==> src/rtl/add_pkg.sv <==
// Shared types for the operand pairing front end of the add/sub stage.
package add_pkg;

  localparam int OPERAND_W = 8;

  typedef logic [OPERAND_W-1:0] operand_t;

  typedef struct packed {
    operand_t a;
    operand_t b;
  } pair_t;

  typedef enum logic {
    WAIT_A = 1'b0,
    WAIT_B = 1'b1
  } pair_state_t;

  function automatic pair_t make_pair(input operand_t a, input operand_t b);
    pair_t p;
    p.a = a;
    p.b = b;
    return p;
  endfunction

endpackage

==> src/rtl/operand_pair_buffer_fifo.sv <==
// First-word-fall-through FIFO with explicit occupancy count and synchronous flush.
// Head entry is visible on pop_dat whenever count is non-zero; flush overrides push/pop.
module sync_fifo_fwft
  import add_pkg::*;
#(
  parameter int  WIDTH  = 16,
  parameter int  DEPTH  = 4,
  localparam int ADDR_W = $clog2(DEPTH)
) (
  input  logic              clk,
  input  logic              rst_n,
  input  logic              flush,
  input  logic              push,
  input  logic [WIDTH-1:0]  push_dat,
  input  logic              pop,
  output logic [WIDTH-1:0]  pop_dat,
  output logic [ADDR_W:0]   count
);

  localparam logic [ADDR_W:0] FULL_CNT = DEPTH[ADDR_W:0];

  logic [WIDTH-1:0]  r_mem [DEPTH];
  logic [ADDR_W-1:0] r_wr_ptr;
  logic [ADDR_W-1:0] r_rd_ptr;
  logic [ADDR_W:0]   r_count;
  logic              w_push;
  logic              w_pop;

  assign w_push = push & ~flush;
  assign w_pop  = pop & ~flush;

  // Storage is deliberately left without reset; count alone decides validity.
  always_ff @(posedge clk) begin
    if (w_push) begin
      r_mem[r_wr_ptr] <= push_dat;
    end
  end

  always_ff @(posedge clk or negedge rst_n) begin
    if (!rst_n) begin
      r_wr_ptr <= '0;
      r_rd_ptr <= '0;
      r_count  <= '0;
    end else if (flush) begin
      r_wr_ptr <= '0;
      r_rd_ptr <= '0;
      r_count  <= '0;
    end else begin
      if (w_push) begin
        r_wr_ptr <= r_wr_ptr + ADDR_W'(1);
      end
      if (w_pop) begin
        r_rd_ptr <= r_rd_ptr + ADDR_W'(1);
      end
      unique case ({w_push, w_pop})
        2'b10:   r_count <= r_count + (ADDR_W+1)'(1);
        2'b01:   r_count <= r_count - (ADDR_W+1)'(1);
        default: r_count <= r_count;
      endcase
    end
  end

  assign pop_dat = r_mem[r_rd_ptr];
  assign count   = r_count;

  a_no_overflow: assert property (
    @(posedge clk) disable iff (!rst_n) w_push |-> (r_count != FULL_CNT));

  a_no_underflow: assert property (
    @(posedge clk) disable iff (!rst_n) w_pop |-> (r_count != '0));

endmodule

==> src/rtl/operand_pair_buffer.sv <==
// Pairs a serial byte stream into (add1, add2) operands and queues them for the add/sub stage.
// Pair visible one cycle after its second byte; in_ready drops only when a second byte meets a full FIFO.
module operand_pair_buffer
  import add_pkg::*;
#(
  parameter int  DATA_W = 8,
  parameter int  DEPTH  = 4,
  localparam int ADDR_W = $clog2(DEPTH)
) (
  input  logic              clk,
  input  logic              rst_n,
  input  logic              flush,
  input  logic              in_valid,
  output logic              in_ready,
  input  logic [DATA_W-1:0] in_data,
  output logic              pair_valid,
  input  logic              pair_ready,
  output logic [DATA_W-1:0] add1,
  output logic [DATA_W-1:0] add2,
  output logic [ADDR_W:0]   count,
  output logic              half_held
);

  localparam logic [ADDR_W:0] FULL_CNT = DEPTH[ADDR_W:0];

  pair_state_t         r_state;
  logic [DATA_W-1:0]   r_hold;
  logic                r_half_held;

  logic                w_accept;
  logic                w_push;
  logic                w_pop;
  logic [2*DATA_W-1:0] w_head;
  logic [ADDR_W:0]     w_count;

  // The first byte of a pair always fits in the hold register, so only the
  // second byte ever waits on FIFO space; pair_ready never reaches in_ready.
  assign in_ready = (r_state == WAIT_A) || (w_count != FULL_CNT);
  assign w_accept = in_valid & in_ready;
  assign w_push   = w_accept & (r_state == WAIT_B) & ~flush;
  assign w_pop    = pair_valid & pair_ready & ~flush;

  always_ff @(posedge clk or negedge rst_n) begin
    if (!rst_n) begin
      r_state     <= WAIT_A;
      r_hold      <= '0;
      r_half_held <= 1'b0;
    end else if (flush) begin
      r_state     <= WAIT_A;
      r_half_held <= 1'b0;
    end else if (w_accept) begin
      unique case (r_state)
        WAIT_A: begin
          r_hold      <= in_data;
          r_state     <= WAIT_B;
          r_half_held <= 1'b1;
        end
        WAIT_B: begin
          r_state     <= WAIT_A;
          r_half_held <= 1'b0;
        end
      endcase
    end
  end

  sync_fifo_fwft #(
    .WIDTH (2*DATA_W),
    .DEPTH (DEPTH)
  ) u_fifo (
    .clk      (clk),
    .rst_n    (rst_n),
    .flush    (flush),
    .push     (w_push),
    .push_dat ({r_hold, in_data}),
    .pop      (w_pop),
    .pop_dat  (w_head),
    .count    (w_count)
  );

  assign pair_valid = (w_count != '0);
  assign add1       = pair_valid ? w_head[2*DATA_W-1:DATA_W] : '0;
  assign add2       = pair_valid ? w_head[DATA_W-1:0]        : '0;
  assign count      = w_count;
  assign half_held  = r_half_held;

endmodule

==> config.mk <==
export PLATFORM = sky130hd
export DESIGN_NAME = operand_pair_buffer
export DESIGN_NICKNAME = d
export VERILOG_FILES = /design/src/rtl/add_pkg.sv /design/src/rtl/operand_pair_buffer_fifo.sv /design/src/rtl/operand_pair_buffer.sv
export SDC_FILE = /design/constraint.sdc
export NUM_CORES = 1
export LEC_CHECK = 0
export CAP_MARGIN = 10
export CELL_PAD_IN_SITES_DETAIL_PLACEMENT = 1
export CELL_PAD_IN_SITES_GLOBAL_PLACEMENT = 1
export CORE_ASPECT_RATIO = 0.8
export CORE_MARGIN = 2
export CORE_UTILIZATION = 50
export DETAILED_ROUTE_END_ITERATION = 6
export PLACE_DENSITY_LB_ADDON = 0.1
export SYNTH_ARGS = -nofsm -noshare
export SYNTH_HDL_FRONTEND = slang
export SYNTH_SLANG_ARGS = --single-unit
==> constraint.sdc <==
create_clock -name clk -period 5.02 [get_ports clk]
set_input_delay 1.506 -clock clk [delete_from_list [all_inputs] [get_ports clk]]
set_output_delay 1.506 -clock clk [all_outputs]
set_load 0.01 [all_outputs]
* Word level (Yosys, flattened, before mapping)
Memory sizes are Yosys's and may differ from the RTL's. Cells that the tools add are included.
Cells by class: $lt $le $gt $ge 0, multiply operators 0, mux-type cells 13, bitwise logic cells 9, shift-type cells 0, add/sub/neg operators 4, div/mod/pow operators 0, reductions and logical operators 7, eq/ne operators 3
Operators by type and width (number):
- 8-bit two-way mux | 2
- 2-bit two-way mux | 4
- 1-bit bitwise AND | 7
- 3-bit one-hot mux with 2 select lines | 1
- 2-bit nonzero test | 3
- 3-bit nonzero test | 2
- 2-bit by 1-bit adder with 2-bit output (second input constant) | 2
- 1-bit two-way mux | 4
- 3-bit by 1-bit adder with 3-bit output (second input constant) | 1
- 3-bit two-way mux | 1
- 3-bit != test (second input constant) | 1
- 3-bit AND reduction | 1
- 3-bit by 1-bit subtractor with 3-bit output (second input constant) | 1
- 2-bit by 1-bit == test with 1-bit output (second input constant) | 1
- 2-bit == test (second input constant) | 1
- 1-bit inverter | 2
- 1-bit one-hot mux with 2 select lines | 1
- 1-bit logical OR | 1
Word-level totals: bits in latches 0, input port bits 13, RAM bits 64, bits in read-only memories 0, bits in registers 16, memories kept 1, output and inout bits 22, logic and storage cells 42
Memories:
- u_fifo.r_mem | depth 4, bits a word 16, read ports 1, clocked after Yosys merged registers in 0, wr ports 1, line operand_pair_buffer_fifo.sv:22 | logic [WIDTH-1:0] r_mem [DEPTH];

* Depth between registers and ports, before layout
word-level depth 9, depth in mapped cells 7, depth with buffers taken out 7

* Modules after synthesis
From an unflattened synthesis, not the netlist that was laid out.
Second synthesis, totals: cell total of the unflattened synthesis 169, area total of the unflattened synthesis 3289.4 um^2
By module, submodules not included:
- sync_fifo_fwft | seq. area each 2097.0 um^2, cells an instance 125, times used 1, area each 2777.7 um^2
- operand_pair_buffer | seq. area each 225.2 um^2, cells an instance 44, times used 1, area each 511.7 um^2

* Least setup slack after synthesis
No wires, ideal clock.
path type input -> register, start point input port in_valid, end point register u_fifo.r_count[2], in the netlist u_fifo.count[2], setup slack 1.969 ns, data required time 4.893 ns, setup time 0.127 ns, data arrival time 2.923 ns, buffers on the path 0, cell stages on the path 7, path through nand2_1 -> nor2_2 -> nor3_1 -> fa_1 -> nor3b_1 -> a2bb2oi_2 -> mux2_1
Between the ends: cells in the longest elaborated chain, start to end 7, elaborated cells on any way between the ends 9, classes of those cells eq/ne: 2; mux: 2; bitwise: 4; reduce/logical: 1
Ends and longest elaborated chain:
- from (decl) | line operand_pair_buffer.sv:13 | input logic in_valid,
- 1-bit bitwise AND * | line operand_pair_buffer.sv:39 | assign w_accept = in_valid & in_ready;
- 1-bit bitwise AND * (2 in a row) | line operand_pair_buffer.sv:40 | assign w_push = w_accept & (r_state == WAIT_B) & ~flush;
- 1-bit bitwise AND * | line operand_pair_buffer_fifo.sv:29 | assign w_push = push & ~flush;
- 2-bit by 1-bit == test with 1-bit output or 2-bit == test (tied branches) | line operand_pair_buffer_fifo.sv:55 | unique case ({w_push, w_pop})
- 3-bit one-hot mux with 2 select lines | line operand_pair_buffer_fifo.sv:55
- 3-bit two-way mux | line operand_pair_buffer_fifo.sv:44 | end else if (flush) begin
- to (signal assigned) | line operand_pair_buffer_fifo.sv:56 | 2'b10: r_count <= r_count + (ADDR_W+1)'(1);
- to (signal assigned) | line operand_pair_buffer_fifo.sv:57 | 2'b01: r_count <= r_count - (ADDR_W+1)'(1);
- to (signal assigned) | line operand_pair_buffer_fifo.sv:58 | default: r_count <= r_count;
- to (decl) | line operand_pair_buffer_fifo.sv:25 | logic [ADDR_W:0] r_count;
Mark *: on every way between the ends. The rest lies on a longest branch, timed or not. A chain may end at the register's enable or synchronous reset.

* Worst setup path in the final report
start point register u_fifo.r_rd_ptr[1], end point output port add1[4]
Between the ends: cells in the longest elaborated chain, start to end 2
Ends and longest elaborated chain:
- from (decl) | line operand_pair_buffer_fifo.sv:24 | logic [ADDR_W-1:0] r_rd_ptr;
- from (signal assigned) | line operand_pair_buffer_fifo.sv:53 | r_rd_ptr <= r_rd_ptr + ADDR_W'(1);
- memory read 4 x 16 bit
- 8-bit two-way mux | line operand_pair_buffer.sv:81 | assign add1 = pair_valid ? w_head[2*DATA_W-1:DATA_W] : '0;
- to (decl) | line operand_pair_buffer.sv:18 | output logic [DATA_W-1:0] add1,
Every way passes these cells.

==> metrics.txt <==
# TYPE chip_impl_metric gauge
chip_impl_info{name="status",value="complete, no violations"} 1
chip_impl_metric{name="synth_area",unit="mm^2"} 0.00328
chip_impl_metric{name="grt_first_pass_wirelength",unit="um"} 9670
chip_impl_metric{name="regToRegSetupSlack",unit="ns"} 2.56
chip_impl_metric{name="logic_depth_of_the_worst_register_to_register_path",unit=""} 7
chip_impl_metric{name="final_max_slew_viol_count",unit=""} 0
chip_impl_metric{name="wl",unit="um"} 5920
chip_impl_info{name="cell_by_cell_listing_of_the_critical_path",value="mux4_2 -> and2_1 -> clkdlybuf4s50_1"} 1
chip_impl_metric{name="yosys.area.top_type_share",unit=""} 0.586
chip_impl_metric{name="final_critical_path_share_of_the_clock_period",unit=""} 0.757
chip_impl_metric{name="cts_max_level",unit=""} 3
chip_impl_metric{name="via_per_inst",unit=""} 5.35
chip_impl_metric{name="fillers",unit=""} 602
chip_impl_info{name="sort_of_element_at_the_end_of_the_critical_path",value="primary output"} 1
chip_impl_metric{name="num_io_pins",unit=""} 35
chip_impl_metric{name="holdBufCountCts",unit=""} 0
chip_impl_metric{name="instance_count_of_the_mapped_netlist",unit=""} 172
chip_impl_metric{name="layout.nets",unit=""} 229
chip_impl_info{name="top_usage_layer",value="met2"} 1
chip_impl_info{name="timing_worst_setup_path_type",value="register to primary output"} 1
chip_impl_metric{name="insertedDiodeCount",unit=""} 0
chip_impl_metric{name="routed_wire_length_per_instance",unit="um"} 19.7
chip_impl_info{name="timing.hold.worst.class",value="register to register"} 1
chip_impl_metric{name="gr-usage-met3",unit=""} 0.0504
chip_impl_metric{name="grt_remaining_overflow",unit=""} 0
chip_impl_metric{name="number_of_rows_created_at_floorplan",unit=""} 26
chip_impl_metric{name="die_ar",unit="mm^2"} 0.00723
chip_impl_metric{name="synth.avg_cell_area",unit="um^2"} 19.1
chip_impl_metric{name="clk_pin_slew",unit="ns"} 0.08
chip_impl_metric{name="met1_usage",unit=""} 0.227
chip_impl_metric{name="antenna_found_initial",unit=""} 0
chip_impl_metric{name="fp.dieW",unit="um"} 94.6
chip_impl_metric{name="globalRouteTotalUtil",unit=""} 0.187
chip_impl_info{name="setup.worst_path.start_class",value="register"} 1
chip_impl_metric{name="period_needed",unit="ns"} 3.80
chip_impl_metric{name="finClkSkew",unit="ns"} 0.00871
chip_impl_metric{name="vdd_ir_drop_max",unit="uV"} 261
chip_impl_metric{name="achievable-frequency",unit="MHz"} 263
chip_impl_metric{name="critPathRequiredTime",unit="ns"} 3.51
chip_impl_info{name="min_to",value="u_fifo.r_mem[1][14]$_DFFE_PP_"} 1
chip_impl_metric{name="dpl_cell_area",unit="mm^2"} 0.00369
chip_impl_metric{name="yosys_register_bits",unit=""} 80
chip_impl_metric{name="number_of_buffers_on_the_longest_clock_path",unit=""} 2
chip_impl_metric{name="power.density",unit="mW/mm^2"} 502
chip_impl_metric{name="timing.critical_path.fanout_max",unit=""} 17
chip_impl_metric{name="area_delta_synth_final",unit="%"} 18.8
chip_impl_metric{name="synth-async-reset-ratio",unit=""} 0.200
chip_impl_metric{name="gr-usage-met2",unit=""} 0.324
chip_impl_metric{name="design.core.area",unit="mm^2"} 0.00638
chip_impl_metric{name="postLayoutCellArea",unit="mm^2"} 0.00390
chip_impl_metric{name="synth.lib_cells_used.distinct",unit=""} 33
chip_impl_metric{name="cap_viol_max_count",unit=""} 0
chip_impl_metric{name="worst_hold_path.num_cells",unit=""} 0
chip_impl_metric{name="p_leak",unit="nW"} 1.32
chip_impl_metric{name="cts_resized",unit=""} 0
chip_impl_metric{name="cp.arrival",unit="ns"} 2.29
chip_impl_metric{name="finalHoldViolations",unit=""} 0
chip_impl_info{name="cts_tree",value="built"} 1
chip_impl_info{name="synthFlopType",value="edfxtp_1"} 1
chip_impl_metric{name="clock_latency_late_sink",unit="ns"} 0.34
chip_impl_info{name="grt_setup_unrepaired",value="false"} 1
chip_impl_metric{name="detailroute.via_count",unit=""} 1605
chip_impl_metric{name="setup_viol",unit=""} 0
chip_impl_metric{name="gp_congestion",unit=""} 0.735
chip_impl_metric{name="totalNegativeSetupSlack",unit="ns"} 0
chip_impl_metric{name="cts_made_buffers",unit=""} 9
chip_impl_metric{name="tightestPinTransition",unit="ns"} 0.866
chip_impl_metric{name="vias_in_the_first_global_route",unit=""} 1831
chip_impl_info{name="crit-reg2reg-launch",value="u_fifo.count[1]$_DFFE_PN0P_"} 1
chip_impl_metric{name="place.detailed.hpwl",unit="um"} 3930
chip_impl_metric{name="grt_start_max_net_pins",unit=""} 21
chip_impl_metric{name="drt.antenna.violating_nets",unit=""} 0
chip_impl_metric{name="timing.critical_path.buf_inv",unit=""} 1
chip_impl_metric{name="synth_warnings",unit=""} 0
chip_impl_metric{name="drt_first_iter_violations",unit=""} 71
chip_impl_info{name="post-synth-top-area-cell",value="edfxtp_1"} 1
chip_impl_metric{name="dr.pass1.iters",unit=""} 4
chip_impl_info{name="root_buffer_master",value="clkbuf_8"} 1
chip_impl_metric{name="die_height",unit="um"} 76.5
chip_impl_info{name="hp-start",value="r_hold[6]$_DFFE_PN0P_"} 1
chip_impl_metric{name="synth_fp_nets",unit=""} 190
chip_impl_metric{name="drc_errors",unit=""} 0
chip_impl_metric{name="postCtsSetupRepairBufs",unit=""} 0
chip_impl_metric{name="post_route_cells_drive_above_1_share",unit=""} 0.213
chip_impl_metric{name="count_of_flip_flops_with_a_built_in_enable_after_synthesis",unit=""} 64
chip_impl_metric{name="start_util",unit=""} 0.515
chip_impl_metric{name="yosysSeqAreaShare",unit=""} 0.708
chip_impl_info{name="cpLargestDelayFamily",value="flip-flops"} 1
chip_impl_info{name="ys_top_cells_by_area",value="edfxtp_1, dfrtp_1, mux4_2"} 1
chip_impl_metric{name="clock_sinks",unit=""} 80
chip_impl_metric{name="io_buffer_count",unit=""} 34
chip_impl_info{name="timing.rr.end",value="u_fifo.count[2]$_DFFE_PN0P_"} 1
chip_impl_info{name="critical_path.slowest_cell",value="dfrtp_1"} 1
chip_impl_metric{name="slew_headroom",unit=""} 0.423
chip_impl_metric{name="critPathMaxStageDelay",unit="ns"} 0.86
chip_impl_metric{name="finalPower",unit="mW"} 1.96
==> layer usage <==
layer	up-vias	wire length (um)
li1	738	-
met1	838	2430
met2	22	3240
met3	7	176
met4	0	73
met5	-	0
==> cell type report <==
cell class	count	area, um^2	share of cell area
Clock buffer	11	131	0.0337
Inverter	2	7.51	0.00193
Timing Repair Buffer	35	348	0.0892
Clock inverter	5	80.1	0.0205
Tap cell	84	105	0.0270
Sequential cell	80	2320	0.596
Multi-Input combinational cell	83	905	0.232
==> cells by family (layout without fill, tap and decap cells) <==
group | count (synthesis) | in the layout | share of synthesized area
AO/OA/AOI/OAI | 4 | 4 | 0.0114
AND/OR/NAND/NOR | 43 | 43 | 0.0827
XOR/XNOR | 4 | 4 | 0.0130
flip-flops | 80 | 80 | 0.708
multiplexers | 27 | 27 | 0.147
buffers and inverters | 9 | 53 | 0.0168
adder cells (fa/ha/maj) | 5 | 5 | 0.0214
==> power by group <==
group          switching, mW  internal [mW]  leakage (nW)
logic                  0.285          0.358         0.436
registers             0.0485          0.767         0.780
clock network          0.218          0.281         0.102
total                  0.551           1.41          1.32
==> flip-flops by register name, indices dropped and copies added (netlist names) <==
register	cells
u_fifo.count	3
half_held	1
u_fifo.r_wr_ptr	2
r_hold	8
u_fifo.r_mem	64
u_fifo.r_rd_ptr	2
==> synthesized netlist by cell type, types with 2 or more instances <==
cell type and instances:
clkbuf_1 2, dfrtp_1 16, and2_1 20, ha_1 4, nand2_1 3, nor2_1 6, mux2_2 8, mux4_2 16
edfxtp_1 64, nand2b_1 2, xor2_1 2, buf_2 2, inv_1 2, nor3_1 3, nor2b_1 2, mux2_1 2
buf_6 2
==> how the worst max path moves through the flow <==
stage	start	end	slack (ns)	depth (start not counted)
finish	u_fifo.r_rd_ptr[1]$_DFFE_PN0P_	add1[4]	1.22	3
global placement	in_valid	u_fifo.count[2]$_DFFE_PN0P_	1.40	8
detailed placement	flush	u_fifo.r_mem[1][0]$_DFFE_PP_	1.25	3
CTS	u_fifo.r_rd_ptr[1]$_DFFE_PN0P_	add1[4]	1.15	3
floorplan	in_valid	u_fifo.count[2]$_DFFE_PN0P_	1.97	7
global route	u_fifo.r_rd_ptr[1]$_DFFE_PN0P_	add1[4]	1.09	3
==> placed cells by master, fill, tap and decap left out, drive strengths merged, types with 2 or more instances in the layout <==
master         count
nand2b             2
clkbuf            11
edfxtp            64
nor2               7
clkdlybuf4s50     34
nand2              4
inv                3
and2              20
dfrtp             16
nor2b              2
xor2               3
ha                 4
nor3               3
bufinv             2
mux2              10
mux4              16
nor3b              3
==> through the flow <==
stage                     hold slack, ns  setup slack (ns)  cells  utilization
after floorplan                    0.472              1.97    172            -
after global placement             0.489              1.40    284        0.578
after detailed placement           0.515              1.25    284        0.578
after CTS                          0.536              1.15    300        0.611
after global routing               0.555              1.09    300        0.611
final                              0.526              1.22    300        0.611
Power figures use the tool's default switching activity.
